`src/rtl/mc_pkg.sv`:
```
// Shared memory-controller types: burst length width and the burst command record.
package mc_pkg;

  localparam int LEN_WIDTH = 6;

  typedef struct packed {
    logic [LEN_WIDTH-1:0] len;
  } burst_cmd_t;

endpackage

```
`src/rtl/mc_rd_resp_buf_if.sv`:
```
// Read response buffer bus: burst announce, array-side beats, AXI R channel, error flags.
// slave = the buffer itself, master = the environment that drives it.
interface mc_rd_resp_buf_if import mc_pkg::*; #(
  parameter int AXI_DATA_WIDTH = 64
);
  logic                      cmd_valid;
  logic                      cmd_ready;
  logic [LEN_WIDTH-1:0]      cmd_len;
  logic                      arr_rvalid;
  logic [AXI_DATA_WIDTH-1:0] arr_rdata;
  logic                      axi_rvalid;
  logic                      axi_rready;
  logic [AXI_DATA_WIDTH-1:0] axi_rdata;
  logic                      axi_rlast;
  logic                      err_overflow;
  logic                      err_unexp;

  modport slave (
    input  cmd_valid, cmd_len, arr_rvalid, arr_rdata, axi_rready,
    output cmd_ready, axi_rvalid, axi_rdata, axi_rlast, err_overflow, err_unexp
  );

  modport master (
    output cmd_valid, cmd_len, arr_rvalid, arr_rdata, axi_rready,
    input  cmd_ready, axi_rvalid, axi_rdata, axi_rlast, err_overflow, err_unexp
  );
endinterface

```
`src/rtl/mc_sync_fifo.sv`:
```
// Generic single-clock fall-through FIFO. A pop frees its slot in the same
// cycle, so push+pop at full is accepted and leaves count unchanged.
module mc_sync_fifo #(
  parameter int WIDTH = 8,
  parameter int DEPTH = 4
) (
  input  logic                     clk,
  input  logic                     rst,
  input  logic                     push,
  input  logic [WIDTH-1:0]         push_data,
  input  logic                     pop,
  output logic [WIDTH-1:0]         pop_data,
  output logic                     empty,
  output logic [$clog2(DEPTH):0]   count
);
  localparam int AW = $clog2(DEPTH);
  localparam int CW = AW + 1;

  logic [WIDTH-1:0] mem [DEPTH];
  logic [AW-1:0]    wr_ptr, rd_ptr;
  logic             full, push_ok, pop_ok;

  assign empty    = (count == '0);
  assign full     = (count == CW'(DEPTH));
  assign pop_ok   = pop && !empty;
  assign push_ok  = push && (!full || pop_ok);
  assign pop_data = mem[rd_ptr];

  // Pointer and occupancy update.
  always_ff @(posedge clk) begin
    if (rst) begin
      wr_ptr <= '0;
      rd_ptr <= '0;
      count  <= '0;
    end else begin
      if (push_ok) wr_ptr <= wr_ptr + AW'(1);
      if (pop_ok)  rd_ptr <= rd_ptr + AW'(1);
      case ({push_ok, pop_ok})
        2'b10:   count <= count + CW'(1);
        2'b01:   count <= count - CW'(1);
        default: ;
      endcase
    end
  end

  // Storage is not reset; only valid entries are ever read.
  always_ff @(posedge clk) begin
    if (push_ok) mem[wr_ptr] <= push_data;
  end

endmodule

```
`src/rtl/mc_rd_resp_buf.sv`:
```
// Read response buffer: reserves FIFO space per announced burst, absorbs
// array beats without backpressure and replays them on the AXI R channel
// with rlast framing. Optional sticky error flags under MC_RDBUF_ERR_EN;
// without it the error outputs are tied low (drop behaviour is identical).
module mc_rd_resp_buf import mc_pkg::*; #(
  parameter int AXI_DATA_WIDTH = 64,
  parameter int DATA_DEPTH     = 64,
  parameter int CMD_DEPTH      = 4
) (
  input  logic              clk,
  input  logic              rst,
  mc_rd_resp_buf_if.slave   bus
);
  localparam int CW = $clog2(DATA_DEPTH) + 1;
  localparam int QW = $clog2(CMD_DEPTH) + 1;

  logic [AXI_DATA_WIDTH-1:0] data_head;
  logic [CW-1:0]             data_count;
  logic                      data_empty, data_full, data_push, data_pop;
  logic [QW-1:0]             cmd_count;
  logic                      cmd_empty, cmd_full, cmd_pop, cmd_accept;
  burst_cmd_t                cmd_in, cmd_head;

  logic [CW-1:0]             reserved, res_next, free, need;
  logic [CW:0]               used;
  logic                      res_nz;
  logic [LEN_WIDTH-1:0]      beat_cnt;

  assign data_full = (data_count == CW'(DATA_DEPTH));
  assign cmd_full  = (cmd_count == QW'(CMD_DEPTH));

  // Space not yet holding data nor promised to an outstanding burst; saturates at 0.
  assign used   = {1'b0, data_count} + {1'b0, reserved};
  assign free   = (used >= (CW+1)'(DATA_DEPTH)) ? '0 : CW'((CW+1)'(DATA_DEPTH) - used);
  assign need   = CW'(bus.cmd_len) + CW'(1);
  assign res_nz = (reserved != '0);

  assign bus.cmd_ready = !cmd_full && (free >= need);
  assign cmd_accept    = bus.cmd_valid && bus.cmd_ready;
  assign cmd_in.len    = bus.cmd_len;

  // Output only when both a beat and its framing command are present.
  assign bus.axi_rvalid = !data_empty && !cmd_empty;
  assign bus.axi_rdata  = data_head;
  assign bus.axi_rlast  = bus.axi_rvalid && (beat_cnt == cmd_head.len);

  assign data_pop  = bus.axi_rvalid && bus.axi_rready;
  assign cmd_pop   = data_pop && bus.axi_rlast;
  // Beats without a reservation, or with no room, are dropped.
  assign data_push = bus.arr_rvalid && res_nz && (!data_full || data_pop);

  mc_sync_fifo #(.WIDTH(AXI_DATA_WIDTH), .DEPTH(DATA_DEPTH)) u_data_fifo (
    .clk       (clk),
    .rst       (rst),
    .push      (data_push),
    .push_data (bus.arr_rdata),
    .pop       (data_pop),
    .pop_data  (data_head),
    .empty     (data_empty),
    .count     (data_count)
  );

  mc_sync_fifo #(.WIDTH($bits(burst_cmd_t)), .DEPTH(CMD_DEPTH)) u_cmd_fifo (
    .clk       (clk),
    .rst       (rst),
    .push      (cmd_accept),
    .push_data (cmd_in),
    .pop       (cmd_pop),
    .pop_data  (cmd_head),
    .empty     (cmd_empty),
    .count     (cmd_count)
  );

  // Net reservation change: add the accepted burst, retire one per arriving beat.
  always_comb begin
    res_next = reserved;
    if (cmd_accept)              res_next = res_next + need;
    if (bus.arr_rvalid && res_nz) res_next = res_next - CW'(1);
  end

  // Reservation register.
  always_ff @(posedge clk) begin
    if (rst) reserved <= '0;
    else     reserved <= res_next;
  end

  // Beat position within the head burst; wraps on the last beat.
  always_ff @(posedge clk) begin
    if (rst)           beat_cnt <= '0;
    else if (data_pop) beat_cnt <= bus.axi_rlast ? '0 : beat_cnt + LEN_WIDTH'(1);
  end

`ifdef MC_RDBUF_ERR_EN
  logic err_ovf_q, err_unexp_q;

  // Sticky error capture, cleared only by reset.
  always_ff @(posedge clk) begin
    if (rst) begin
      err_ovf_q   <= 1'b0;
      err_unexp_q <= 1'b0;
    end else begin
      if (bus.arr_rvalid && !res_nz)                err_unexp_q <= 1'b1;
      if (bus.arr_rvalid && data_full && !data_pop) err_ovf_q   <= 1'b1;
    end
  end

  assign bus.err_overflow = err_ovf_q;
  assign bus.err_unexp    = err_unexp_q;
`else
  assign bus.err_overflow = 1'b0;
  assign bus.err_unexp    = 1'b0;
`endif

endmodule

```
`src/flat_wrapper.sv`:
```
// flat-port wrapper written by rule: the top's interface ports become plain ports
module mc_rd_resp_buf_flat import mc_pkg::*;
#(
  parameter int AXI_DATA_WIDTH = 64,
  parameter int DATA_DEPTH     = 64,
  parameter int CMD_DEPTH      = 4
)
  (clk, rst, bus_cmd_valid, bus_cmd_len, bus_arr_rvalid, bus_arr_rdata, bus_axi_rready, bus_cmd_ready, bus_axi_rvalid, bus_axi_rdata, bus_axi_rlast, bus_err_overflow, bus_err_unexp);
  mc_rd_resp_buf_if #(.AXI_DATA_WIDTH(AXI_DATA_WIDTH)) bus_i ();
  input  logic clk;
  input  logic rst;
  input wire logic [$bits(bus_i.cmd_valid)-1:0] bus_cmd_valid;
  input wire logic [$bits(bus_i.cmd_len)-1:0] bus_cmd_len;
  input wire logic [$bits(bus_i.arr_rvalid)-1:0] bus_arr_rvalid;
  input wire logic [$bits(bus_i.arr_rdata)-1:0] bus_arr_rdata;
  input wire logic [$bits(bus_i.axi_rready)-1:0] bus_axi_rready;
  output wire logic [$bits(bus_i.cmd_ready)-1:0] bus_cmd_ready;
  output wire logic [$bits(bus_i.axi_rvalid)-1:0] bus_axi_rvalid;
  output wire logic [$bits(bus_i.axi_rdata)-1:0] bus_axi_rdata;
  output wire logic [$bits(bus_i.axi_rlast)-1:0] bus_axi_rlast;
  output wire logic [$bits(bus_i.err_overflow)-1:0] bus_err_overflow;
  output wire logic [$bits(bus_i.err_unexp)-1:0] bus_err_unexp;
  assign bus_i.cmd_valid = bus_cmd_valid;
  assign bus_i.cmd_len = bus_cmd_len;
  assign bus_i.arr_rvalid = bus_arr_rvalid;
  assign bus_i.arr_rdata = bus_arr_rdata;
  assign bus_i.axi_rready = bus_axi_rready;
  assign bus_cmd_ready = bus_i.cmd_ready;
  assign bus_axi_rvalid = bus_i.axi_rvalid;
  assign bus_axi_rdata = bus_i.axi_rdata;
  assign bus_axi_rlast = bus_i.axi_rlast;
  assign bus_err_overflow = bus_i.err_overflow;
  assign bus_err_unexp = bus_i.err_unexp;
  mc_rd_resp_buf #(.AXI_DATA_WIDTH(AXI_DATA_WIDTH), .DATA_DEPTH(DATA_DEPTH), .CMD_DEPTH(CMD_DEPTH)) u_core (.clk(clk), .rst(rst), .bus(bus_i));
endmodule
```
`config.mk`:
```
export PLATFORM = sky130hd
export DESIGN_NAME = mc_rd_resp_buf_flat
export DESIGN_NICKNAME = d
export VERILOG_FILES = /design/src/rtl/mc_pkg.sv /design/src/rtl/mc_rd_resp_buf_if.sv /design/src/rtl/mc_sync_fifo.sv /design/src/rtl/mc_rd_resp_buf.sv /design/src/flat_wrapper.sv
export SDC_FILE = /design/constraint.sdc
export NUM_CORES = 2
export LEC_CHECK = 0
export ABC_AREA = 1
export CAP_MARGIN = 10
export CORE_MARGIN = 10
export CORE_UTILIZATION = 45
export CTS_BUF_LIST = sky130_fd_sc_hd__clkbuf_8
export DETAILED_ROUTE_END_ITERATION = 7
export HOLD_SLACK_MARGIN = 0.1
export SYNTH_ARGS = -nofsm -noshare
export SYNTH_HDL_FRONTEND = slang
export SYNTH_MEMORY_MAX_BITS = 65536
export SYNTH_SLANG_ARGS = --single-unit
```
`constraint.sdc`:
```
create_clock -name clk -period 8.2 [get_ports clk]
set_input_delay 1.23 -clock clk [delete_from_list [all_inputs] [get_ports clk]]
set_output_delay 1.23 -clock clk [all_outputs]
set_load 0.05 [all_outputs]
```
# Yosys cells after proc, flatten, opt, wreduce, memory -nomap -nowiden
# Memories as Yosys holds them, arrays and structs flattened. A register that Yosys moved wholly into a read port is not among the register bits.
# Cells that the tools add are included.
# op_classes
add_sub_neg	14
order_cmp	2
eq_ne	7
mux	14
reduce_logical	24
# ops
op	count
$mux 7	3
$add 6x1->6 const B	3
$mux 6	3
$pmux 7 s2	1
$sub 7x1->7 const B	2
$logic_and 1x1->1	12
$add 7x7->8	1
$ge 8x7->1 const B	1
$add 6x1->7 const B	1
$add 7x1->7 const B	1
$add 7x7->7	1
$eq 7x7->1 const B	1
$ge 7x7->1	1
$logic_not 7->1	1
$reduce_bool 7->1	1
$sub 7x7->7 const A	1
$eq 6x6->1	1
$pmux 3 s2	1
$add 2x1->2 const B	2
$eq 2x1->1 const B	2
$eq 2x2->1 const B	2
$logic_not 1->1	4
$mux 1	4
$mux 2	2
other kinds (6)	9
# word_totals
regBits	39
mem_bits_rw	4120
output_inout_bits	69
wordCells	71
memories	2
# mem_list
name	words	width	read_ports	rd_ports_with_merged_regs	wr	line_no	text
u_core.u_data_fifo.mem	64	64	1	1	1	mc_sync_fifo.sv:19	logic [WIDTH-1:0] mem [DEPTH];
u_core.u_cmd_fifo.mem	4	6	1	1	1	mc_sync_fifo.sv:19	

# Logic depth before layout (Yosys ltp)
# logic_depth
word_depth	10
mapped_depth	28

# Hierarchy
# A second synthesis with hierarchy kept.
# hier_totals
hier_cells	13927
area_unflattened_um2	168643.0
# modules_own_cells
module	n_inst	cells_per_inst	area_per_inst_um2	seq_area_each_um2
mc_sync_fifo (u_core.u_data_fifo)	1	13489	165352.3	123498.4
mc_rd_resp_buf	1	313	1918.1	260.2
mc_sync_fifo (u_core.u_cmd_fifo)	1	125	1372.6	900.9

# Worst setup path after synthesis
# OpenSTA, ideal clock, no wires.
# synth_path
path_kind	input-to-reg
start	in bus_arr_rvalid
end	mem u_core.u_data_fifo.mem[63][0] (netlist bit) (enable)
arrival_time_ns	6.385
t_required_ns	7.633
path_slack_ns	1.248
path_stages	6
path_cell_list	inv_1 nor2_1 nand2_1 inv_1 nand2_1 nor3_1
# synth_via
elab_chain_cells	5
# synth_rtl
item	line_no	text
start: declaration	flat_wrapper.sv:14	input wire logic [$bits(bus_i.arr_rvalid)-1:0] bus_arr_rvalid;
$logic_and 1x1->1 (2 in a row)	mc_rd_resp_buf.sv:50	assign data_push = bus.arr_rvalid && res_nz && (!data_full || data_pop);
$logic_and 1x1->1	mc_sync_fifo.sv:26	assign push_ok = push && (!full || pop_ok);
$mux 1	mc_sync_fifo.sv:48	if (push_ok) mem[wr_ptr] <= push_data;
$mux 1 (not written as such)	mc_sync_fifo.sv:48	
end: declaration	mc_sync_fifo.sv:19	
# Every way passes these cells.

==> key figures <==
Worst setup path
  – Reg2Reg Depth: 20
  – Top delay family on crit path: buffers and inverters
  – WP data required: 6970 ps
  – Crit path DAT: 5890 ps
  – Worst path cell trace: inv_8 -> buf_4 -> o21ai_0 -> o22ai_1 -> nand2_1 -> nand3_1 -> nand3_1 -> a21oi_1 -> or2_1 -> clkdlybuf4s50_1
  – Cell mode on critical path: nand3_1
  – CP endpoint kind: primary output
  – Delay of the slowest critical-path stage: 850 ps
  – Slowest CP cell: inv_8
  – Buf+Inv Stages, Crit Path: 3
  – Kind of critical path: register to primary output
  – Maximum fanout along the worst path: 122
  – CP Launch Type: register
  – Total stage count of the critical path: 10

Die
  – Die area: 0.390 mm2
  – Rows: 221
  – Starting Density: 45.3%
  – Die Height: 625 um
  – Ports: 144
  – Core ar.: 0.363 mm2
  – Die width: 625 um

Synth
  – Yosys cell types: 37
  – Top cell type's share of synthesized area: 75.2%
  – Yosys reg bits: 4167
  – Post-Syn Area: 0.165 mm2
  – Synthesized area per cell: 12.9 um2
  – Synth top area cells: edfxtp_1, o21ai_0, nor2_1
  – Largest area contributor in the netlist: edfxtp_1
  – Syn Inst Count: 12700
  – Seq/Total Area, Yosys: 75.8%
  – YS warnings: 0

Cells and area
  – Register area: 0.125 mm2
  – Layout area overhead: 11.1%
  – Final non-filler cell total: 18200
  – Share of cells above drive strength 1: 8.71%
  – Nets: 13000
  – Fillers: 30900
  – Multi-input logic area: 0.0361 mm2
  – Commonest non-fill, non-tap cells in the layout: edfxtp_1, nor2_1, o21ai_0, nand2_1, o22ai_1
  – Commonest non-fill, non-tap cell in the layout: edfxtp_1
  – Layout Utilization: 50.3%

Global routing
  – First-pass GRT wire length: 743 mm
  – Largest net degree at the start of global routing: 237
  – Initial antenna violation count: 42
  – Tot GR Track Use: 25.6%
  – Vias in the first global route: 108000
  – Total gr overflow: 0

Clocking
  – Hold_buf cts: 0
  – Post-cts sizing count: 0
  – Maximum clock path buffer count: 4
  – H-tree Lvls: 6
  – Num CTS Buffers: 669
  – CTS sink count: 4167
  – Clock insertion delay at the later pin of the skew report: 1260 ps
  – Setup repair bufs after CTS: 0
  – Worst-path clk slew: 60 ps
  – Clock Tree Root: clkbuf_8
  – TritonCTS clock tree: built

Timing
  – Fin crit period: 7120 ps
  – Max-slew headroom: 11.5%
  – Skew final: 78.9 ps
  – Max Slew Vio Count: 0
  – Final Cycle Share: 86.8%
  – Hold_ws: 438 ps
  – RSZ-0062 raised after global routing: false
  – Final Hold Vio Count: 0
  – Post-route setup TNS: 0 ps
  – Worst Max-Slew Pin Slew: 1320 ps
  – Max Clock Freq: 0.140 GHz
  – Setup Viol. Count Final: 0

Power
  – Lkg Pwr: 60.7 nW
  – Worst vdd ir: 0.271 mV
  – Flop pwr share: 48.7%
  – Power per standard cell area: 268 mW/mm2
  – Sw power: 14.8 mW
  – Switching share of power: 30.2%
  – Clock share of power: 33.0%
  – Comb power frac: 18.3%
  – Total power: 49.0 mW
  – Internal power: 34.2 mW

Route
  – Vias: 112000
  – Post-Route WL: 522 mm
  – DRT Pass-1 Iters: 6
  – Initial DRC count: 14800
  – # DRC: 0
  – DR WL/cell: 28.7 um
  – Detail Route Antenna Nets: 0
  – Routed vias/inst: 6.16

Run
  – Max_cap viols: 0

Place
  – Gpl congestion: 0.799
  – Input/output buffers: 141
  – Cells after DPL: 17000
  – DP HPWL: 257 mm

Status
  – Outcome: finished, final reports clean

Min path
  – Worst min path class: primary input to register
  – Hold Path Depth: 1
## Yosys cell counts (all sizes together)
| cell type | instances |
|---|---|
| xor2 | 19 |
| dfxtp | 47 |
| buf | 320 |
| clkbuf | 584 |
| or2 | 68 |
| nor3b | 3 |
| nand3b | 3 |
| conb | 1 |
| and3 | 1 |
| nand3 | 817 |
| a31oi | 1 |
| mux2i | 1 |
| nor4 | 3 |
| ha | 37 |
| nand4 | 17 |
| fa | 4 |
| edfxtp | 4120 |
| and2 | 1 |
| nor2 | 2167 |
| o21ai | 2072 |
| inv | 91 |
| xnor2 | 5 |
| a21oi | 165 |
| o21a | 1 |
| o22ai | 1024 |
| clkinv | 1 |
| nand2 | 1168 |
| nor3 | 7 |
## cells by family after synthesis
logic type	Yosys count	share of synthesized area, %
DFF	4167	75.8
xor gates and xnor gates	24	0.128
other	1	0.00228
AOI/OAI and AO/OA	3263	10.7
and+or+nand+nor	4255	10.5
buffers and inverters	996	2.58
adders and majority gates	41	0.330
muxes	1	0.00608
## worst paths after layout
path | startpoint | end | slack, ps
setup reg to reg | u_core.reserved[1] | u_core.u_cmd_fifo.count[2] | 3130
hold / removal | bus_arr_rdata[26] | u_core.u_data_fifo.mem[25][26] | 440
setup / recovery | register | bus_axi_rdata[29] | 1080
hold reg to reg | u_core.u_cmd_fifo.rd_ptr[1] | register | 500
## per-stage QoR
stage | cell area (um2) | setup slack (ps)
3_5_place_dp | 171000 | 2470
3_3_place_gp | 171000 | 2460
5_1_grt | 183000 | 863
2_1_floorplan | 165000 | 1250
6_report | 183000 | 1080
4_1_cts | 183000 | 1160
## metal layers
metal / vias up / GRT usage [%] / wire (um)
li1: 47500 / - / -
met1: 56700 / 34.7 / 203000
met2: 6614 / 41.1 / 242000
met3: 1164 / 4.91 / 55800
met4: 18 / 10.0 / 21300
met5: - / 0 / 112
## registers in the layout (all words and copies together) (netlist names), named ones only
| signal | flops |
|---|---|
| u_core.u_data_fifo.count | 7 |
| u_core.u_data_fifo.wr_ptr | 6 |
| u_core.beat_cnt | 6 |
| u_core.reserved | 7 |
| u_core.u_data_fifo.rd_ptr | 6 |
| u_core.u_cmd_fifo.mem | 24 |
| u_core.u_cmd_fifo.rd_ptr | 2 |
| u_core.u_cmd_fifo.count | 3 |
| u_core.u_data_fifo.mem | 4096 |
| u_core.u_cmd_fifo.wr_ptr | 2 |
## power groups by stage
stage	sequential, mW	clock (mW)	combinational, mW
2_1_floorplan	24.2	0	6.16
5_1_grt	23.9	17.3	9.85
6_report	23.9	16.2	8.99
3_3_place_gp	24.3	0	8.72
3_5_place_dp	24.3	0	8.90
4_1_cts	23.9	16.4	8.93
## final cells by class
class	count	share of cell area [%]
Antenna cell	18	0.0246
Clock buffer	677	5.10
Clock inverter	477	1.33
Inverter	92	0.216
Multi-Input combinational cell	7586	19.8
Sequential cell	4167	68.2
Tap cell	4794	3.28
Timing Repair Buffer	388	2.08
Power figures use the tool's default switching activity.
